--- src/rtl/regfile_wr_arbiter.sv ---
// Register-file write-port arbiter: two writeback requesters (A = ALU,
// B = load) share a single registered write port. Round-robin on contention,
// freeze blocks all grants, writes to the hardwired-zero register are
// accepted but dropped, and a combinational bypass probes the output stage.
module regfile_wr_arbiter #(
  parameter int DATA_W   = 32,
  parameter int ADDR_W   = 5,
  parameter int ZERO_REG = 31
) (
  input  logic              clk,
  input  logic              reset,
  input  logic              a_valid,
  input  logic [ADDR_W-1:0] a_addr,
  input  logic [DATA_W-1:0] a_data,
  output logic              a_ready,
  input  logic              b_valid,
  input  logic [ADDR_W-1:0] b_addr,
  input  logic [DATA_W-1:0] b_data,
  output logic              b_ready,
  input  logic              freeze,
  output logic              wr_en,
  output logic [ADDR_W-1:0] wr_addr,
  output logic [DATA_W-1:0] wr_data,
  input  logic [ADDR_W-1:0] rd_addr,
  output logic              byp_hit,
  output logic [DATA_W-1:0] byp_data
);

  localparam logic [ADDR_W-1:0] ZeroAddr = ADDR_W'(ZERO_REG);

  // last_grant_q: 1 = B was granted most recently, 0 = A
  logic              last_grant_q, last_grant_d;
  logic              wr_en_q, wr_en_d;
  logic [ADDR_W-1:0] wr_addr_q, wr_addr_d;
  logic [DATA_W-1:0] wr_data_q, wr_data_d;

  logic              grant_a, grant_b, xfer;
  logic [ADDR_W-1:0] sel_addr;
  logic [DATA_W-1:0] sel_data;

  // Grant decision: a lone requester wins outright; on contention the one
  // not granted last wins. Reset held low and freeze both suppress grants.
  always_comb begin
    grant_a = 1'b0;
    grant_b = 1'b0;
    if (reset && !freeze) begin
      grant_a = a_valid && (!b_valid || last_grant_q);
      grant_b = b_valid && (!a_valid || !last_grant_q);
    end
  end

  assign a_ready = grant_a;
  assign b_ready = grant_b;
  assign xfer    = grant_a || grant_b;

  // Next state of the output stage: load the winner, suppress the enable for
  // the zero register, and otherwise hold address/data with the enable low.
  always_comb begin
    sel_addr     = grant_a ? a_addr : b_addr;
    sel_data     = grant_a ? a_data : b_data;
    last_grant_d = last_grant_q;
    wr_en_d      = 1'b0;
    wr_addr_d    = wr_addr_q;
    wr_data_d    = wr_data_q;
    if (xfer) begin
      last_grant_d = grant_b;
      wr_en_d      = (sel_addr != ZeroAddr);
      wr_addr_d    = sel_addr;
      wr_data_d    = sel_data;
    end
  end

  // State registers; reset clears the pending write and favours A next.
  always_ff @(posedge clk or negedge reset) begin
    if (!reset) begin
      last_grant_q <= 1'b1;
      wr_en_q      <= 1'b0;
      wr_addr_q    <= '0;
      wr_data_q    <= '0;
    end else begin
      last_grant_q <= last_grant_d;
      wr_en_q      <= wr_en_d;
      wr_addr_q    <= wr_addr_d;
      wr_data_q    <= wr_data_d;
    end
  end

  assign wr_en   = wr_en_q;
  assign wr_addr = wr_addr_q;
  assign wr_data = wr_data_q;

  // Bypass looks only at the registered write stage, never at requester inputs.
  always_comb begin
    byp_hit  = wr_en_q && (wr_addr_q == rd_addr);
    byp_data = byp_hit ? wr_data_q : '0;
  end

endmodule

--- config.mk ---
export PLATFORM = sky130hd
export DESIGN_NAME = regfile_wr_arbiter
export DESIGN_NICKNAME = d
export VERILOG_FILES = /design/src/rtl/regfile_wr_arbiter.sv
export SDC_FILE = /design/constraint.sdc
export NUM_CORES = 1
export LEC_CHECK = 0
export CAP_MARGIN = 20
export CELL_PAD_IN_SITES_DETAIL_PLACEMENT = 1
export CELL_PAD_IN_SITES_GLOBAL_PLACEMENT = 1
export CORE_ASPECT_RATIO = 0.5
export CORE_MARGIN = 2
export CORE_UTILIZATION = 27
export CTS_CLUSTER_DIAMETER = 100
export DETAILED_ROUTE_END_ITERATION = 10
export PLACE_DENSITY = 0.88
export SLEW_MARGIN = 20
export SYNTH_ARGS = -nofsm -noshare
export SYNTH_HDL_FRONTEND = slang
export SYNTH_SLANG_ARGS = --single-unit
--- constraint.sdc ---
create_clock -name clk -period 3.5 [get_ports clk]
set_input_delay 0.525 -clock clk [delete_from_list [all_inputs] [get_ports clk]]
set_output_delay 0.525 -clock clk [all_outputs]
set_load 0.02 [all_outputs]
# Word level (Yosys, flattened, before mapping)
# Cells that the tools add are included.
op_classes:
  add_sub_neg: 0
  multipliers: 0
  div: 0
  order_cmp: 0
  n_eq_ne: 2
  n_shift: 0
  mux: 6
  n_bitwise: 0
  reduce_logical: 11
op_table:
  columns: ["operator", "count"]
  rows:
  - ["32-bit 2-to-1 mux", 2]
  - ["5-bit equality test", 1]
  - ["5-bit 2-to-1 mux", 1]
  - ["5-bit != test, second input constant", 1]
  - ["1-bit logical AND", 4]
  - ["1-bit zero test", 4]
  - ["1-bit logical OR", 3]
  - ["1-bit 2-to-1 mux", 3]
totals:
  regBits: 39
  latch_bits: 0
  mem_bits_rw: 0
  romBits: 0
  in_bits: 84
  out_inout_bits: 73
  word_cells: 23
  memories: 0

# Logic depth before layout (Yosys ltp)
# Gate-level depths: netlist (run 1).
logic_depth:
  depth_word: 7
  mapped_depth: 5
  ltp_nobuf: 4

# Worst setup path after synthesis (run 1)
# No wires, ideal clock.
synth_path:
  path_type: "input to output"
  from: "in rd_addr[4]"
  to: "out byp_data[22]"
  arrival_time_ns: 1.597
  required_time_ns: 2.975
  slack_ns: 1.378
  cell_stages: 4
  path_cell_list: "xnor2_1 -> nand4_1 -> clkbuf_1 -> nor3_1"
synth_via:
  elab_chain_cells: 3
synth_lines:
  columns: ["item", "line_no", "source"]
  rows:
  - ["start, declared", "24", "input logic [ADDR_W-1:0] rd_addr,"]
  - ["5-bit equality test", "94", "byp_hit = wr_en_q && (wr_addr_q == rd_addr);"]
  - ["1-bit logical AND", "94", null]
  - ["32-bit 2-to-1 mux", "95", "byp_data = byp_hit ? wr_data_q : '0;"]
  - ["end, declared", "26", "output logic [DATA_W-1:0] byp_data"]
# Every way passes these cells.

# Worst setup path after layout (run 1)
layout_path:
  from: "in rd_addr[1]"
  to: "out byp_data[24]"
# The elaborated chain is that of the path after synthesis.

==> results of run 1 <==
==> sequential cells by signal, summed over array words and instances (netlist names) <==
| register | cells |
|---|---|
| last_grant_q | 1 |
| wr_addr | 5 |
| wr_data | 32 |
| wr_en | 1 |
==> logic make-up after synthesis <==
family                 share of synthesized area (%)
AO/OA/AOI/OAI                                   18.3
flip-flops                                      38.8
XOR/XNOR                                        1.74
AND/OR/NAND/NOR                                 29.2
buffers and inverters                           11.9
==> worst max-delay path by stage <==
| stage | startpoint | to | slack (ps) | depth (start not counted) |
|---|---|---|---|---|
| detailed placement | rd_addr[1] | byp_data[20] | 560 | 6 |
| global route | rd_addr[1] | byp_data[23] | 420 | 6 |
| global placement | rd_addr[4] | byp_data[24] | 660 | 6 |
| finish | rd_addr[1] | byp_data[24] | 500 | 6 |
| CTS | rd_addr[1] | byp_data[24] | 520 | 6 |
| floorplan | rd_addr[4] | byp_data[22] | 1380 | 4 |
==> critical path: stages <==
cell                              delay, ps
sky130_fd_sc_hd__clkdlybuf4s50_1        500
sky130_fd_sc_hd__xnor2_1                140
sky130_fd_sc_hd__nand4_1                110
sky130_fd_sc_hd__buf_4                  270
sky130_fd_sc_hd__nor3_1                 250
sky130_fd_sc_hd__clkdlybuf4s50_1        660
==> layout make-up <==
type / instances / share of cell area, %
clock buffers: 6 / 3.22
inverters: 33 / 2.87
multi-input cells: 201 / 28.8
repair buffers: 168 / 38.2
clock inverters: 2 / 0.813
well taps: 117 / 3.40
flip-flops and latches: 39 / 22.7
==> cells in the mapped netlist (all sizes together) <==
| cell type | count | area (um^2) |
|---|---|---|
| nor2 | 2 | 7.51 |
| inv | 33 | 124 |
| dfrtp | 38 | 951 |
| dfstp | 1 | 26.3 |
| nor3 | 69 | 345 |
| nand4b | 37 | 324 |
| xnor2 | 5 | 43.8 |
| or2 | 1 | 6.26 |
| nand2b | 1 | 6.26 |
| o21ai | 37 | 185 |
| buf | 18 | 101 |
| a21o | 1 | 7.51 |
| nor2b | 1 | 6.26 |
| clkbuf | 19 | 73.8 |
| and3 | 2 | 12.5 |
| a31oi | 37 | 231 |
| nand2 | 1 | 3.75 |
| nand3b | 1 | 7.51 |
| a21boi | 1 | 18.8 |
| a22o | 1 | 8.76 |
| nand3 | 2 | 10.0 |
| a21bo | 1 | 10.0 |
| nand4 | 1 | 6.26 |
==> power breakdown <==
part	internal [mW]	switching (mW)
Sequential	0.564	0.106
Combinational	0.392	0.448
Clock	0.355	0.194
Total	1.31	0.748
==> layer usage <==
metal | global-route usage (%) | wire length, um | vias up
li1 | - | - | 1415
met1 | 28.5 | 4830 | 1547
met5 | 0 | 0 | -
met3 | 3.63 | 416 | 20
met2 | 42.9 | 6110 | 84
met4 | 9.11 | 287 | 0
==> metrics by stage <==
stage               total power, mW  setup slack [ps]  cells  utilization (%)
floorplan                      1.06              1380    310                -
global placement               1.47               660    558             46.6
detailed placement             1.51               564    558             46.6
CTS                            2.07               524    566             48.5
global route                   2.17               425    566             48.5
finish                         2.06               502    566             48.5
==> results by stage, run 1 <==
Placement:
- The routability congestion estimate from global placement is 0.807.
- Summing all placed instances gives a cell area of just over 4000 um^2.
- The half-perimeter wire length after detailed placement is 7.92 mm.
- Input and output buffers added on the ports amount to about 160.

GRT:
- The total track usage is about a quarter.
- The number of global-route vias before repair is about 3,300.
- Entering global routing, the biggest net connects 41 pins.
- The first global-routing pass estimated between 15 and 20 mm of wire.
- The overflow left after global routing is 0.
- The initial antenna violation count is 0.

Detailed routing:
- The routed wire length is 11.6 mm.
- In this run the remaining antenna-violating nets after routing total 0.
- After detailed routing, the number of remaining DRC violations is 0.
- The post-detailed-route via-to-cell ratio is between 5 and 6.
- The detailed router finished its first iteration with ~140 violations.
- Dividing the detail-routed wire length by the instance count gives 20.6 um.
- The iteration count of the initial detailed-routing pass is 4.
- The via count is 3,066.

Setup path:
- STA puts the critical path data arrival time at roughly 2500 ps.
- The worst register-to-register path ends at wr_data[31].
- Of all nets on the critical path, the largest fanout is 33.
- The category of the worst setup path capture point is an output port.
- The number of cell instances on the worst register-to-register path is 4.
- The worst setup path is of the input pin to output port kind.
- Setup slack on the worst reg-to-reg path comes out at 1890 ps.
- In this run the critical register-to-register path is launched from last_grant_q.
- The worst setup path is launched from an input pin.
- STA puts the critical path data required time at 2970 ps.

Logic synthesis:
- For this run, the register share of the synthesized area comes to around two fifths.
- The net count after synthesis is between 300 and 400.
- In this run the cell area of the synthesized design comes to ~2500 um^2.
- In this run the mean area of a mapped cell was approximately 8.1 um^2.
- The post-synthesis register bit count is 39.
- The synthesized netlist contains 29 unique library cells.
- After technology mapping, the gate count stands at 310.
- Yosys printed 0 warnings.

Timing:
- The final hold violation count is 0.
- The clock arrives with 3.76 ps of skew.
- The transition time of the tightest slew-check pin is between 400 and 500 ps.
- The highest clock frequency the design can meet is ~330 MHz.
- The final number of max-transition violations is 0.
- In the final timing run, aggregate negative setup slack is 0 ps.
- In this run the tightest slew margin relative to its limit is about 69%.
- Dividing the final minimum period by the clock period gives 85.6%.
- The post-route worst hold slack is 336 ps.
- The clock period minus final worst setup slack is between 2000 and 3000 ps.
- Setup violations remaining at the end of the flow were counted as 0.
- Setup repair after global routing left no endpoint under its margin.

Die:
- Measured along the x axis, the die boundary spans 141 um.
- After floorplanning, the core was divided into 24 placement rows.
- The area of the die is a little over 10,000 um^2.
- For this configuration, the core starts out at a cell density of around 28%.
- The floorplan step set the die height to between 70 and 80 um.
- The core box area is around 8900 um^2.
- The count of pins on the block boundary is ~160.

Cells and area:
- The most common cell after layout, fill and taps aside is sky130_fd_sc_hd__clkdlybuf4s50_1.
- The finished cells cover approximately 4300 um^2.
- In the layout the commonest cells are sky130_fd_sc_hd__clkdlybuf4s50_1 (155), sky130_fd_sc_hd__nor3_1 (69), sky130_fd_sc_hd__dfrtp_1 (38).
- The total of fill cells in the finished design is approximately 1,100.
- 0 antenna diodes ended up in the layout.
- The area of the multi-input gates is between 1000 and 1500 um^2.
- Relative to the synthesized area, the layout overhead comes to 71.3%.
- The number of nets in the layout is 532.
- The share of cells above drive strength 1 is roughly 5.6%.
- The sequential cell area in the final layout is around 980 um^2.

Clock tree:
- TritonCTS created 5 clock buffers.
- Once the clock tree was built, the resizer swapped 0 gates to a different size.
- The maximum buffer depth of the clock tree is 2.
- After clock tree synthesis, the clock-pin slew on the worst setup and hold paths is about 60 ps.
- At the later pin of the worst-skew pair, clock insertion delay measures ~290 ps.
- The number of hold buffers added after CTS was 0.
- The post-CTS setup buffer count is 0.
- The number of levels in the clock H-tree is 2.
- The buffer cell driving the clock tree root is sky130_fd_sc_hd__clkbuf_16.
- Counting every sink on the clock net gives 39.
- TritonCTS built the clock tree.

Power and ir drop:
- The maximum ir drop on the vdd rail is roughly 0.22 mV.
- For this design the ratio of total power to cell area is 478 nW/um^2.
- The leakage power total is around 1.6 nW.

Hold path:
- In this run the worst hold path is classified as input pin to async pin.

Outcome:
- The flow ran to the end, and the final reports show no timing, DRC or antenna violations.

Flow run:
- The count of max-cap constraint violations is 0.
No activity file was read; power rests on OpenSTA's default activity.
==> run 2: changes to the inputs <==
--- a/config.mk
+++ b/config.mk
@@ -9,11 +9,11 @@
 export CELL_PAD_IN_SITES_DETAIL_PLACEMENT = 1
 export CELL_PAD_IN_SITES_GLOBAL_PLACEMENT = 1
 export CORE_ASPECT_RATIO = 0.5
-export CORE_MARGIN = 2
-export CORE_UTILIZATION = 27
+export CORE_UTILIZATION = 25
 export CTS_CLUSTER_DIAMETER = 100
 export DETAILED_ROUTE_END_ITERATION = 10
-export PLACE_DENSITY = 0.88
+export GPL_ROUTABILITY_DRIVEN = 0
+export PLACE_DENSITY = 0.83
 export SLEW_MARGIN = 20
 export SYNTH_ARGS = -nofsm -noshare
 export SYNTH_HDL_FRONTEND = slang
==> constraint.sdc (replaced) <==
create_clock -name clk -period 2.9 [get_ports clk]
set_input_delay 0.435 -clock clk [delete_from_list [all_inputs] [get_ports clk]]
set_output_delay 0.435 -clock clk [all_outputs]
set_load 0.02 [all_outputs]
==> run 2 against run 1 <==
Net effect:
- flip-flop and latch count did not move
- wire length shrank 6.0%
- critical path depth is the same
- sequential power up 20%
- setup slack lost 310 ps
- die area is 3.3% higher
- register-to-register slack worse by 580 ps
- cell count is 3.4% higher
- largest power group unchanged
- highest routed layer unchanged
==> results by stage, run 2 (synthesized netlist as in run 1, its figures left out) <==
Outcome:
- The flow ran to the end, and the final reports show no timing, DRC or antenna violations.

Clock tree:
- The number of clock sinks seen by CTS is 39.
- The TritonCTS clock tree is done.
- The post-CTS setup buffer count is 0.
- The root buffer cell chosen for the clock tree is sky130_fd_sc_hd__clkbuf_16.
- After clock tree synthesis, the clock-pin slew on the worst setup and hold paths is about 60 ps.
- Buffers inserted to repair hold after CTS numbered 0.
- In this run, post-CTS repair resized a total of 0 instances.
- In this run the number of H-tree levels came out at 2.
- The clock reaches the later pin of the worst-skew pair after around 280 ps.
- The TritonCTS buffer count is 5.
- No sink is reached through more buffers than the 2 on the longest clock path.

Timing:
- The normalized max-slew margin is 64.1%.
- The highest clock frequency the design can meet is about 370 MHz.
- The final hold violation count was 0.
- The final cycle utilization of the critical path is 93.2%.
- At the pin with the least slew margin, the transition time is around 540 ps.
- Setup violations remaining at the end of the flow were counted as 0.
- The post-route worst hold slack is between 200 and 250 ps.
- The clock period minus final worst setup slack is 2700 ps.
- The post-route clock skew is 2.05 ps.
- In the final timing run, aggregate negative setup slack is 0 ps.
- The final number of max-transition violations is 0.
- Setup repair after global routing left no endpoint under its margin.

Detailed routing:
- The detail-routed net length per standard cell is 18.7 um.
- The residual antenna-violating net count after detailed routing is 0.
- In the routed layout, each cell is associated on average with a via count of 5.19.
- The iteration count of the initial detailed-routing pass is 4.
- After detailed routing, the number of remaining DRC violations is 0.
- The via count is between 3,000 and 4,000.
- The routed wire length is around 11 mm.
- For this block, the initial DRC count from the detailed router was 172.

Cells and area:
- The area added between synthesis and finish is 72.0%.
- The library cells used most frequently in the layout, excluding fill and tap cells, are sky130_fd_sc_hd__clkdlybuf4s50_1 (155), sky130_fd_sc_hd__nor3_1 (69), sky130_fd_sc_hd__dfrtp_1 (38).
- The number of nets in the layout is approximately 530.
- The total of fill cells in the finished design is 1,127.
- Measured on the finished design, the core utilization comes to between 40% and 50%.
- Leaving out fill and tap cells, the most frequent cell in the layout is sky130_fd_sc_hd__clkdlybuf4s50_1.
- The number of flip-flops under the largest register name is 32.
- The share of cells above drive strength 1 is under 10%.
- Across the whole layout, storage elements account for 977 um^2.
- The area of the multi-input gates is 1240 um^2.
- 0 antenna diodes ended up in the layout.

Power and ir drop:
- The worst-case IR drop observed on VDD is around 0.3 mV.
- For this design the ratio of total power to cell area is 544 nW/um^2.
- The analysis attributes to cell leakage a power of between 1.5 and 2 nW.

GRT:
- The wire length of the first global-routing pass is roughly 17 mm.
- The overflow left after global routing is 0.
- The initial antenna violation count is 0.
- The number of global-route vias before repair is between 3,000 and 4,000.
- The total track usage is 21.1%.
- The maximum number of pins on one net before global-route repair is 48.

Die:
- The area of the die is 10,500 um^2.
- The core box area is around 9600 um^2.
- The floorplan has 25 rows.
- The floorplan step set the die width to around 140 um.
- The initial core utilization is 26.2%.
- Pin placement for this block handled ~160 I/O pins.
- In this run the vertical extent of the chip is ~73 um.

Setup path:
- At the worst endpoint, the required time is between 2000 and 2500 ps.
- The critical setup path kind is input pin to output port.
- Of all nets on the critical path, the largest fanout is 33.
- The worst setup path is launched from an input pin.
- The launching point of the worst reg2reg path is last_grant_q.
- In this run the worst setup path begins at rd_addr[2].
- The arrival time of the worst setup path is ~2300 ps.
- The worst setup path is captured at an output port.

Hold path:
- The class of the tightest hold or removal check is input pin to async pin.

Placement:
- The half-perimeter wire length after detailed placement is between 7 and 8 mm.
- During placement, the flow inserted port buffers numbering between 150 and 200.

Flow run:
- The count of max-cap constraint violations is 0.
-- run 2: final timing paths --
kind	end	slack [ps]	cells past startpoint
max	byp_data[30]	200	6
min	wr_data[28]	200	2
max reg2reg	wr_data[31]	1310	4
min reg2reg	last_grant_q	570	1
max in group asynchronous	wr_en	2260	2
min in group clk	last_grant_q	570	1
-- run 2: report_power, final --
group	switching (mW)	internal, mW	total [mW]
clock network	0.222	0.318	0.541
registers	0.121	0.680	0.801
logic	0.529	0.484	1.01
total	0.872	1.48	2.35
-- run 2: metal layers --
metal | vias to the layer above | routed length (um) | global-route usage, %
met1 | 1531 | 4690 | 25.7
met5 | - | 0 | 0
met3 | 25 | 320 | 3.15
met2 | 68 | 5630 | 38.3
li1 | 1412 | - | -
met4 | 0 | 297 | 7.80
-- run 2: per-stage QoR --
stage	setup slack, ps	area, um^2	total power [mW]	instances
2_1_floorplan	898	2520	1.28	310
3_3_place_gp	263	4190	1.79	577
3_5_place_dp	184	4190	1.83	577
4_1_cts	185	4330	2.38	585
5_1_grt	45.2	4330	2.48	585
6_report	196	4330	2.35	585
-- run 2: worst max-delay path: stages --
cell	delay (ps)
sky130_fd_sc_hd__clkdlybuf4s50_1	480
sky130_fd_sc_hd__xnor2_1	120
sky130_fd_sc_hd__nand4_1	160
sky130_fd_sc_hd__buf_12	210
sky130_fd_sc_hd__nor3_1	220
sky130_fd_sc_hd__clkdlybuf4s50_1	640
-- run 2: final cells by class --
cell class                      count  share of cell area [%]
Timing Repair Buffer              169                    38.8
Sequential cell                    39                    22.6
Clock buffer                        7                    3.06
Clock inverter                      1                   0.116
Multi-Input combinational cell    201                    28.7
Inverter                           33                    2.86
Tap cell                          135                    3.90
